## config.mk

```make
export PLATFORM = sky130hd
export DESIGN_NAME = instr_sequencer
export DESIGN_NICKNAME = d
export VERILOG_FILES = /design/src/rtl/seq_pkg.sv /design/src/rtl/instr_fifo.sv /design/src/rtl/instr_sequencer.sv
export SDC_FILE = /design/constraint.sdc
export NUM_CORES = 1
export LEC_CHECK = 0
export ABC_AREA = 1
export CORE_ASPECT_RATIO = 1.4
export CORE_UTILIZATION = 54
export CTS_BUF_LIST = sky130_fd_sc_hd__clkbuf_8 sky130_fd_sc_hd__clkbuf_16
export DETAILED_ROUTE_END_ITERATION = 6
export HOLD_SLACK_MARGIN = 0.02
export PLACE_DENSITY = 0.85
export RECOVER_POWER = 50
export SYNTH_ARGS = -nofsm -noshare
export SYNTH_HDL_FRONTEND = slang
export SYNTH_SLANG_ARGS = --single-unit
```

## constraint.sdc

```tcl
create_clock -name clock -period 4.28 [get_ports clock]
set_input_delay 0.856 -clock clock [delete_from_list [all_inputs] [get_ports clock]]
set_output_delay 0.856 -clock clock [all_outputs]
set_load 0.02 [all_outputs]
```

## src/rtl/seq_pkg.sv

```systemverilog
// Shared constants and types for the instruction sequencer.
package seq_pkg;

  localparam int unsigned XLEN  = 32;
  localparam int unsigned ALU_W = 6;

  // Supported major opcodes
  localparam logic [6:0] OP_R = 7'b0110011;
  localparam logic [6:0] OP_I = 7'b0010011;

  // funct7 / imm[11:5] patterns
  localparam logic [6:0] F7_BASE = 7'b0000000;
  localparam logic [6:0] F7_ALT  = 7'b0100000;

  // funct3 values with special decode handling
  localparam logic [2:0] F3_ADD = 3'b000;
  localparam logic [2:0] F3_SLL = 3'b001;
  localparam logic [2:0] F3_SR  = 3'b101;

  // ALU_Control codes: {2'b00, alt, funct3}
  localparam logic [ALU_W-1:0] ALU_ADD  = 6'b000000;
  localparam logic [ALU_W-1:0] ALU_SUB  = 6'b001000;
  localparam logic [ALU_W-1:0] ALU_SLL  = 6'b000001;
  localparam logic [ALU_W-1:0] ALU_SLT  = 6'b000010;
  localparam logic [ALU_W-1:0] ALU_SLTU = 6'b000011;
  localparam logic [ALU_W-1:0] ALU_XOR  = 6'b000100;
  localparam logic [ALU_W-1:0] ALU_SRL  = 6'b000101;
  localparam logic [ALU_W-1:0] ALU_SRA  = 6'b001101;
  localparam logic [ALU_W-1:0] ALU_OR   = 6'b000110;
  localparam logic [ALU_W-1:0] ALU_AND  = 6'b000111;

  typedef enum logic [1:0] {
    IDLE   = 2'd0,
    DECODE = 2'd1,
    EXEC   = 2'd2
  } state_t;

endpackage

```

## src/rtl/instr_fifo.sv

```systemverilog
// DEPTH-deep instruction queue; a push is accepted while full if a pop happens in the same cycle.
module instr_fifo
  import seq_pkg::*;
#(
  parameter int unsigned DEPTH = 2
) (
  input  logic            clock,
  input  logic            reset,
  input  logic            push,
  input  logic [XLEN-1:0] din,
  input  logic            pop,
  output logic [XLEN-1:0] dout,
  output logic            full,
  output logic            empty
);

  localparam int unsigned PTR_W = (DEPTH > 2) ? $clog2(DEPTH) : 1;
  localparam int unsigned OCC_W = PTR_W + 1;

  logic [XLEN-1:0]  mem [DEPTH];
  logic [PTR_W-1:0] wr_ptr;
  logic [PTR_W-1:0] rd_ptr;
  logic [OCC_W-1:0] occ;
  logic             do_push;
  logic             do_pop;

  assign do_pop  = pop && !empty;
  assign do_push = push && (!full || do_pop);
  assign full    = (occ == OCC_W'(DEPTH));
  assign empty   = (occ == '0);
  assign dout    = mem[rd_ptr];

  // Pointer and occupancy tracking; pointers wrap naturally at the power-of-two depth
  always_ff @(posedge clock or negedge reset) begin
    if (!reset) begin
      wr_ptr <= '0;
      rd_ptr <= '0;
      occ    <= '0;
    end else begin
      if (do_push) wr_ptr <= wr_ptr + PTR_W'(1);
      if (do_pop)  rd_ptr <= rd_ptr + PTR_W'(1);
      case ({do_push, do_pop})
        2'b10:   occ <= occ + OCC_W'(1);
        2'b01:   occ <= occ - OCC_W'(1);
        default: occ <= occ;
      endcase
    end
  end

  // Storage array; contents are don't-care until written
  always_ff @(posedge clock) begin
    if (do_push) mem[wr_ptr] <= din;
  end

endmodule

```

## src/rtl/instr_sequencer.sv

```systemverilog
// IDLE->DECODE->EXEC controller for the regfile+ALU datapath.
// Optional retired-instruction counter enabled by SEQ_RETIRE_CNT_EN.
module instr_sequencer
  import seq_pkg::*;
#(
  parameter int unsigned DEPTH = 2,
  parameter int unsigned CNT_W = 16
) (
  input  logic             clock,
  input  logic             reset,
  input  logic             instr_valid,
  input  logic [XLEN-1:0]  instr_in,
  output logic             instr_ready,
  output logic [XLEN-1:0]  instruction,
  output logic [ALU_W-1:0] ALU_Control,
  output logic             op_B_sel,
  output logic             wEn,
  output logic             busy,
  output logic             illegal,
  output logic [CNT_W-1:0] retired_count
);

  state_t           state;
  logic [XLEN-1:0]  ir;
  logic [XLEN-1:0]  head;
  logic             run;
  logic             full;
  logic             empty;
  logic             push;
  logic             pop;
  logic [6:0]       opc;
  logic [6:0]       f7;
  logic [2:0]       f3;
  logic [4:0]       rd;
  logic             alt;
  logic             dec_legal;
  logic             dec_bsel;
  logic [ALU_W-1:0] dec_alu;

  assign instr_ready = run && !full;
  assign push        = instr_valid && instr_ready;
  assign pop         = (state == IDLE) && !empty;
  assign busy        = (state != IDLE) || !empty;
  assign instruction = ir;

  assign opc = ir[6:0];
  assign rd  = ir[11:7];
  assign f3  = ir[14:12];
  assign f7  = ir[31:25];

  instr_fifo #(.DEPTH(DEPTH)) u_fifo (
    .clock (clock),
    .reset (reset),
    .push  (push),
    .din   (instr_in),
    .pop   (pop),
    .dout  (head),
    .full  (full),
    .empty (empty)
  );

  // Decode the held instruction into ALU controls and a legality flag
  always_comb begin
    alt       = 1'b0;
    dec_legal = 1'b0;
    dec_bsel  = 1'b0;
    dec_alu   = ALU_ADD;
    case (opc)
      OP_R: begin
        alt       = f7[5];
        dec_legal = (f7 == F7_BASE) || ((f7 == F7_ALT) && ((f3 == F3_ADD) || (f3 == F3_SR)));
        dec_alu   = {2'b00, alt, f3};
      end
      OP_I: begin
        dec_bsel = 1'b1;
        case (f3)
          F3_SLL: dec_legal = (f7 == F7_BASE);
          F3_SR: begin
            alt       = f7[5];
            dec_legal = (f7 == F7_BASE) || (f7 == F7_ALT);
          end
          default: dec_legal = 1'b1;
        endcase
        dec_alu = {2'b00, alt, f3};
      end
      default: dec_legal = 1'b0;
    endcase
  end

  // Sequencer FSM with registered datapath controls
  always_ff @(posedge clock or negedge reset) begin
    if (!reset) begin
      state       <= IDLE;
      run         <= 1'b0;
      ir          <= '0;
      ALU_Control <= '0;
      op_B_sel    <= 1'b0;
      wEn         <= 1'b0;
      illegal     <= 1'b0;
    end else begin
      run <= 1'b1;
      case (state)
        IDLE: begin
          wEn     <= 1'b0;
          illegal <= 1'b0;
          if (pop) begin
            ir    <= head;
            state <= DECODE;
          end
        end
        DECODE: begin
          ALU_Control <= dec_alu;
          op_B_sel    <= dec_bsel;
          wEn         <= dec_legal && (rd != 5'd0);
          illegal     <= !dec_legal;
          state       <= EXEC;
        end
        EXEC: begin
          wEn     <= 1'b0;
          illegal <= 1'b0;
          state   <= IDLE;
        end
        default: state <= IDLE;
      endcase
    end
  end

`ifdef SEQ_RETIRE_CNT_EN
  logic [CNT_W-1:0] cnt;

  // Count legal instructions as they leave EXEC; x0 destinations still retire
  always_ff @(posedge clock or negedge reset) begin
    if (!reset) begin
      cnt <= '0;
    end else if ((state == EXEC) && !illegal) begin
      cnt <= cnt + CNT_W'(1);
    end
  end

  assign retired_count = cnt;
`else
  assign retired_count = '0;
`endif

endmodule

```

==> flow_metrics.env <==
export IMPL_route_vias_total=2685
export IMPL_slew_headroom_pct=-62.56
export IMPL_critPathBufInv=1
export IMPL_fin_area_mm2=0.005211
export IMPL_final_setup_skew_ns=0.008879
export IMPL_place_ws_ns=1.580
export IMPL_ys_seq_area_share_pct=72.13
export IMPL_finalWeightedCongestion=0.7781
export IMPL_final_util_pct=67.66
export IMPL_dpl_cell_area_mm2=0.004979
export IMPL_fp_dieW_um=77.07
export IMPL_start_util_pct=55.31
export IMPL_ir_drop_v=0.0003937
export IMPL_cpMaxStageDelayCell="clkbuf_1"
export IMPL_cpPeakStageDelay_ns=1.69
export IMPL_grt_max_degree=66
export IMPL_dp_cells=516
export IMPL_yosys_top_cells_count="nand2_1, edfxtp_1, nor2_1, dfrtp_1, a31oi_1"
export IMPL_grt_usage_pct=20.29
export IMPL_p_leak_uw=0.002086
export IMPL_failed_checks="max-capacitance violations, max-slew violations"
export IMPL_stdcell_count=532
export IMPL_yosys_warnings=0
export IMPL_clock_latency_ns=0.37
export IMPL_postSynthCellCount=356
export IMPL_cp_top_family="buffers and inverters"
export IMPL_cts_hold_fix_buffers=0
export IMPL_synth_edff_count=64
export IMPL_clkSlewWorstSetupHoldPaths_ns=0.10
export IMPL_clkSinkCount=110
export IMPL_cap_violations=1
export IMPL_io_buffers=75
export IMPL_ios=94
export IMPL_synth_flop_cell="edfxtp_1"
export IMPL_postCtsResizedCells=0
export IMPL_path_class="in2async"
export IMPL_synth_seq_cells=110
export IMPL_synthArstFlopShare_pct=41.82
export IMPL_drtIter0Drc=165
export IMPL_ant_nets=0
export IMPL_hold_viol_final=0
export IMPL_grt_pass1_wl_um=12430
export IMPL_fin_crit_ns=2.612
export IMPL_routed_wl_um=7544
export IMPL_cts_root_buf="clkbuf_8"
export IMPL_cp_cell_sequence="clkbuf_1"
export IMPL_antenna_found_initial=0
export IMPL_synth_cell_type_count=26
export IMPL_setup_viol=0
export IMPL_yosys_cell_count_top_type="nand2_1"
export IMPL_status="finished, violations left"
export IMPL_coreArea_mm2=0.007702
export IMPL_fmax_mhz=382.9
export IMPL_cts_buffers=9
export IMPL_die_y_um=107.1
export IMPL_firstDrtPassIters=4
export IMPL_post_cts_buffers=0
export IMPL_post_route_period_util_pct=61.02
export IMPL_cp_start_kind="primary input"
export IMPL_grt_pass1_vias=2661
export IMPL_nets=463
export IMPL_viasPerCell=5.047
export IMPL_drcViolationCount=0
export IMPL_cts_buffer_depth=2
export IMPL_row_count=38
export IMPL_dieArea_mm2=0.008254
export IMPL_area_growth_pct=22.32
export IMPL_wl_per_cell_um=14.18
export IMPL_holdCritPathClass="reg2reg"
export IMPL_hpwl_um=4932
export IMPL_fin_ws_ns=1.668
export IMPL_worst_pin_slew_ns=2.438
export IMPL_slew_viol_final=47
export IMPL_rsz0062_at_grt="no"
export IMPL_cp_end_kind="async pin"
export IMPL_drive_above_1_share_pct=5.093
export IMPL_crit_required_ns=4.26
export IMPL_finalSetupTns_ns=0
export IMPL_cts_tree="built"
export IMPL_synth_area_leaders="edfxtp_1, dfrtp_1, nand2_1"
export IMPL_yosysTopAreaCell="edfxtp_1"
export IMPL_htreeDepth=3
export IMPL_yosys_area_top_type_share_pct=45.11
export IMPL_syn_area_per_cell_um2=11.97
export IMPL_grt_ovfl_total=0
export IMPL_cellPowerDensity_mw_per_mm2=707.5
export IMPL_critPathArrivalTime_ns=2.59
export IMPL_worst_path_max_fanout=46
export IMPL_syn_area_mm2=0.004260
export IMPL_n_antenna_cell=0
-- registers in the layout (all words and copies together) (netlist names) --
| signal | flops |
|---|---|
| instruction | 32 |
| wEn | 1 |
| u_fifo.rd_ptr | 1 |
| state | 2 |
| u_fifo.occ | 2 |
| ALU_Control | 4 |
| u_fifo.mem | 64 |
| u_fifo.wr_ptr | 1 |
| illegal | 1 |
| run | 1 |
| op_B_sel | 1 |
-- routing by layer --
metal | global-route usage, % | share of wire [%] | vias to the layer above | routed length, um
met1 | 24.33 | 39 | 1273 | 2923
met2 | 34.57 | 54 | 89 | 4098
met5 | 0 | 0 | - | 0
li1 | - | - | 1309 | -
met4 | 13.21 | 2.3 | 0 | 176
met3 | 2.468 | 4.6 | 14 | 346
-- area by class of cell --
| cell class | instances | area, um^2 |
|---|---|---|
| inverters | 13 | 48.80 |
| flip-flops and latches | 110 | 3073 |
| clock inverters | 7 | 112.6 |
| repair buffers | 76 | 752.0 |
| multi-input cells | 217 | 975.9 |
| clock buffers | 9 | 123.9 |
| fillers | 565 | 2491 |
| well taps | 100 | 125.1 |
-- per-stage QoR --
step           hold slack, ns  power, uW
2_1_floorplan          0.4994       2536
3_3_place_gp           0.4678       2960
3_5_place_dp           0.4734       3030
4_1_cts                0.4977       3745
5_1_grt                0.5305       3910
6_report               0.4850       3687
-- placed cells by master, fill, tap and decap left out, types with 3 or more instances in the layout --
master and n:
nor2_1 46, edfxtp_1 64, conb_1 19, o21ai_0 3
nand3_1 8, xor2_1 3, a31oi_1 32, clkbuf_8 9
dfrtp_1 46, dlygate4sd3_1 42, nand2_1 94, inv_1 12
bufinv_16 3, clkdlybuf4s50_1 32
-- worst paths after layout --
path	from	endpoint	slack, ns	cells after the start
setup / recovery	reset	instruction[21]	1.67	1
hold reg to reg	ALU_Control[1]	ALU_Control[1]	0.49	2
setup reg to reg	u_fifo.rd_ptr	instruction[1]	1.84	3
min in group asynchronous	reset	instruction[18]	1.21	1
max in group clock	u_fifo.occ[0]	instr_ready	1.71	3
hold / removal	ALU_Control[1]	ALU_Control[1]	0.49	2
-- power by group --
| group | total [uW] | leakage (uW) | internal, uW | switching [uW] |
|---|---|---|---|---|
| clock | 716 | 0.000125 | 386 | 330 |
| sequential | 1650 | 0.00112 | 1410 | 233 |
| combinational | 1320 | 0.000838 | 537 | 787 |
| total | 3690 | 0.00209 | 2340 | 1350 |
-- cells by family after synthesis --
family / after synthesis / share of synthesized area (%)
AO/OA/AOI/OAI: 38 / 5.462
XOR/XNOR: 4 / 0.8225
adder cells (fa/ha/maj): 1 / 0.2936
buffers and inverters: 46 / 6.755
flip-flops: 110 / 72.13
other: 2 / 0.1763
AND/OR/NAND/NOR: 155 / 14.36
(Power assumes the default switching activity.)
==> edit 1 (same flow settings) <==
Change the parameter `CNT_W` from 16 to 24.
--- a/src/rtl/instr_sequencer.sv
+++ b/src/rtl/instr_sequencer.sv
@@ -4,7 +4,7 @@
   import seq_pkg::*;
 #(
   parameter int unsigned DEPTH = 2,
-  parameter int unsigned CNT_W = 16
+  parameter int unsigned CNT_W = 24
 ) (
   input  logic             clock,
   input  logic             reset,
Interface: changed (resized retired_count); port bits go from 94 to 102. The function was not compared with the original's and may differ.
==> edit 1 against the original RTL <==
- the run still ends with capacitance limit, slew limit left
- power down 3.6%
- core utilization down 0.83 points
- routed wire length up 0.25%
- sequential cell count unchanged
- final area down 0.62%
- largest cell class unchanged
- critical path type unchanged
- synthesized area up 1.4%
- setup slack worse by 0.057 ns
==> edit 1: results (changes against the original RTL) <==
- Register containing the most flip-flops in the final layout: u_fifo.mem
* Total leakage power: 2.079 nW (-0.35%)
- Relative slew slack: -66.71% (-4.2 points)
- Flip-flop count of the largest register, all copies and words added: 64 (unchanged)
- The final cell count without fillers was 539 (+1.3%).
- Total instance count after detailed placement: 523 (+1.4%)
* Total placed instance area: 5001 um^2 (+0.45%)
* CP top delay family: buffers and inverters
- The aggregate global-route resource usage was 20.18% (-0.11 points).
- The proportion of netlist area held by the largest area contributor came to 44.48% (-0.63 points).
* Number of warnings reported in the yosys synthesis log: 0 (unchanged)
- The worst path arrival time was 2.63 ns (+0.04 ns).
- The global-route wire length before repair was 12.46 mm (+0.28%).
- Worst IR Drop VDD: 0.3004 mV (-24%)
- Slowest cell on the critical path: clkbuf_1
- The final estimated routing congestion in global placement was 0.7610 (-2.2%).
* Number of global-route vias before repair: 2668 (+0.26%)
- Met3 track utilization from global routing: 5.000% (+2.5 points)
* First-iteration detailed-routing DRC count: 212 (+28%)
* Fraction of layout cells with a size suffix above 1: 4.100% (-0.99 points)
- Post-Place Worst Slack: 1.594 ns (+0.01446 ns)
- The sequential-to-total area share from yosys stat was 71.13% (-1.0 points).
* Met2 track utilization from global routing: 34.39% (-0.18 points)
- Largest fanout on the critical path: 46 (unchanged)
- Fraction of synthesis flops using an asynchronous set or reset pin: 41.82% (unchanged)
* Number of vias in the routed layout: 2714 (+1.1%)
* Result of the run: finished with violations
- The number of max-slew violations in the final report was 47 (unchanged).
* Failing checks: capacitance limit, slew limit
* Largest stage delay on the critical path: 1.74 ns (+0.05 ns)
* Mean cell area of the mapped netlist: 11.87 um^2 (-0.82%)
* Cell types with the highest counts after synthesis: nand2_1, edfxtp_1, nor2_1
* Largest cells by area after synthesis: edfxtp_1, dfrtp_1, nand2_1
- Antenna cell count: 0 (unchanged)
- Met1 layer usage reported by global route: 23.66% (-0.67 points)
- The per-cell routed wire length was 14.03 um (-1.1%).
* Total number of nets in the final design: 470 (+1.5%)
* Post-detailed-placement half-perimeter wirelength: 5.120 mm (+3.8%)
- Post-Route Skew: 0.007702 ns (-0.001177 ns)
- Filler cell count: 557 (-1.4%)
- Max-cap violation count: 1 (unchanged)
## edit 1: changes by cell type in the layout (fill, tap and decap cells not counted), sizes merged
| cell | change |
|---|---|
| dlygate4sd3 | +1 |
| clkinv | +1 |
| clkinvlp | +1 |
| buf | -1 |
| conb | +8 |
| clkdlybuf4s50 | -1 |
| bufinv | -2 |
## edit 1: worst paths after layout
check / startpoint / end / slack, ns / cells past startpoint
max: reset / instruction[3] / 1.61 / 1
min: ALU_Control[3] / ALU_Control[3] / 0.49 / 2
max reg2reg: u_fifo.rd_ptr / instruction[26] / 1.87 / 3
min reg2reg: ALU_Control[3] / ALU_Control[3] / 0.49 / 2
max in group clock: u_fifo.occ[0] / instr_ready / 1.68 / 3
min in group asynchronous: reset / u_fifo.wr_ptr / 1.24 / 1
## edit 1: cell type report
type	instances	area (um^2)	share of cell area, %
flip-flops and latches	110	3073	59.34
multi-input cells	225	1006	19.42
repair buffers	75	744.5	14.38
well taps	100	125.1	2.416
clock buffers	9	123.9	2.392
clock inverters	7	57.56	1.111
inverters	13	48.80	0.9423
## edit 1: kinds of logic after synthesis
family	synth area share, %
other	0.1738
and+or+nand+nor	14.16
AOI/OAI and AO/OA	5.387
xor gates and xnor gates	0.8110
buffers and inverters	8.051
adders and majority gates	0.2896
DFF	71.13
## edit 1: power breakdown
part	internal [W]	switching, W
clock network	0.000262	0.000319
registers	0.00141	0.000230
logic	0.000530	0.000801
total	0.00220	0.00135
## edit 1: metal layers
| layer | wire length (um) | share of wire [%] | vias up |
|---|---|---|---|
| li1 | - | - | 1312 |
| met1 | 3019 | 40 | 1288 |
| met2 | 3975 | 53 | 100 |
| met3 | 387 | 5.1 | 14 |
| met4 | 182 | 2.4 | 0 |
| met5 | 0 | 0 | - |
==> edit 2 (config.mk and constraints unchanged) <==
Made on the original files. The 3 states of `state_t` get a one-hot encoding in 3 bits.
--- a/src/rtl/seq_pkg.sv
+++ b/src/rtl/seq_pkg.sv
@@ -29,10 +29,10 @@
   localparam logic [ALU_W-1:0] ALU_OR   = 6'b000110;
   localparam logic [ALU_W-1:0] ALU_AND  = 6'b000111;
 
-  typedef enum logic [1:0] {
-    IDLE   = 2'd0,
-    DECODE = 2'd1,
-    EXEC   = 2'd2
+  typedef enum logic [2:0] {
+    IDLE   = 3'b001,
+    DECODE = 3'b010,
+    EXEC   = 3'b100
   } state_t;
 
 endpackage
Check against the original RTL: same outputs for any inputs over 10 cycles, from zero or initial values and one cycle with reset low; not proved beyond that.
==> edit 2 against the original RTL <==
- the run still ends with capacitance limit, slew limit left
- sequential share of layout area is 0.40 points higher
- power decreased by 2.2%
- synthesized area up 0.97%
- core utilization decreased by 0.30 points
- final area is 0.17% higher
- synthesized cell count grew 1.4%
- critical path depth is 3 higher
- first-iteration DRC count grew 18%
- setup slack got worse by 0.19 ns
- routed wire length increased by 2.9%
- die area up 0.95%
- sequential cell count is 1 higher
- critical path type is now flip-flop to primary output
- highest routed layer unchanged
==> edit 2: results (changes against the original RTL) <==
* Clock period minus final worst setup slack: 2.804 ns (+0.1921 ns)
- Total number of nets in the final design: 468 (+1.1%)
- Data arrival time of the critical path: 1.95 ns (-0.64 ns)
- Fraction of synthesis flops using an asynchronous set or reset pin: 42.34% (+0.52 points)
- The final reports fail on capacitance limit, slew limit.
- The number of cells in the design after placement came to 521 (+0.97%).
* Relative slew slack: -69.21% (-6.7 points)
* Start point of the critical path: state[0]
- Number of standard cells in the final layout excluding fillers: 537 (+0.94%)
* TritonCTS buffer count: 9 (unchanged)
* Total leakage power: 2.074 nW (-0.55%)
* Number of different library cells in the post-synthesis netlist: 28 (+7.7%)
* Post-DR vias/cell: 5.112 (+1.3%)
* Number of global-route vias before repair: 2707 (+1.7%)
- Number of antenna violations at the first check in global routing: 0 (unchanged)
* WL/cell: 14.46 um (+2.0%)
- Largest fanout on the critical path: 5 (-89%)
- Cell types with the highest counts after synthesis: nand2_1, edfxtp_1, nor2_1
* Fraction of layout cells with a size suffix above 1: 4.348% (-0.74 points)
- Global router's overall resource usage: 20.29% (about the same)
- Final Max Slew Viols: 48 (+2.1%)
- Share of the yosys chip area belonging to registers: 72.05% (-0.082 points)
- Clock tree buffer depth: 2 (unchanged)
- Max-cap violation count: 1 (unchanged)
- The largest net degree at the start of global routing is 67 (+1.5%).
- Number of hold buffers added after cts: 0 (unchanged)
* R2r endpoint: instruction[16]
- The minimum hold slack came to 0.4815 ns (-0.003552 ns).
- Routability congestion estimate: 0.7889 (+1.4%)
* Worst IR Drop VDD: 0.4107 mV (+4.3%)
- The global-route wire length before repair is 12.62 mm (+1.6%).
- The cell area reported after detailed placement was 5042 um^2 (+1.3%).
- The switching share of power came to 38.14% (+1.5 points).
- The flow ran to the end, but the final reports show violations.
* Largest cells by area after synthesis: edfxtp_1, dfrtp_1, nand2_1
- The cell count after synthesis is 361 (+1.4%).
* Post-Place Worst Slack: 1.594 ns (+0.01467 ns)
- The number of optimization iterations in the first detailed-route pass is 5 (+1).
- The violation count after the first detailed-routing iteration is 194 (+18%).
* Critical path capture point: busy
-- edit 2: critical path, cell delays in order, from the launching register on --
cell and delay [ns]:
dfstp_1 0.55, nand2_1 0.06, nor2_1 0.26, nand3_1 0.15
clkdlybuf4s50_1 0.56
-- edit 2: worst min-delay path by stage --
stage	startpoint	to	cells after the start
after floorplan	u_fifo.mem[1][5]	instruction[5]	2
after global placement	wEn	wEn	2
after detailed placement	wEn	wEn	2
after CTS	wEn	wEn	2
after global routing	wEn	wEn	2
final	wEn	wEn	2
-- edit 2: power by group through the flow --
stage	sequential (W)	clock [W]	combinational, W
detailed placement	0.00170	0	0.00138
global route	0.00171	0.000628	0.00149
CTS	0.00168	0.000585	0.00138
global placement	0.00168	0	0.00132
finish	0.00168	0.000577	0.00135
floorplan	0.00180	0	0.000749
-- edit 2: cells by family after synthesis --
kind of cell / count (synthesis) / synth area share (%)
AOI/OAI and AO/OA: 44 / 6.486
xor gates and xnor gates: 4 / 0.8146
muxes: 1 / 0.2618
DFF: 111 / 72.05
and+or+nand+nor: 148 / 13.41
adders and majority gates: 1 / 0.2908
other: 2 / 0.1746
buffers and inverters: 50 / 6.515
-- edit 2: metal layers --
layer | track usage, % | vias up | routed length, um
li1 | - | 1323 | -
met1 | 24.04 | 1307 | 3059
met2 | 34.70 | 94 | 4150
met3 | 4.322 | 21 | 340
met4 | 10.51 | 0 | 215
met5 | 0 | - | 0
-- edit 2: cell type report --
| cell class | count | area [um^2] |
|---|---|---|
| inverter | 17 | 63.81 |
| fill | 532 | 2530 |
| tap | 100 | 125.1 |
| clock inverter | 6 | 36.28 |
| sequential | 111 | 3099 |
| clock buffer | 10 | 148.9 |
| timing repair buffer | 76 | 748.2 |
| multi-input combinational | 217 | 998.5 |
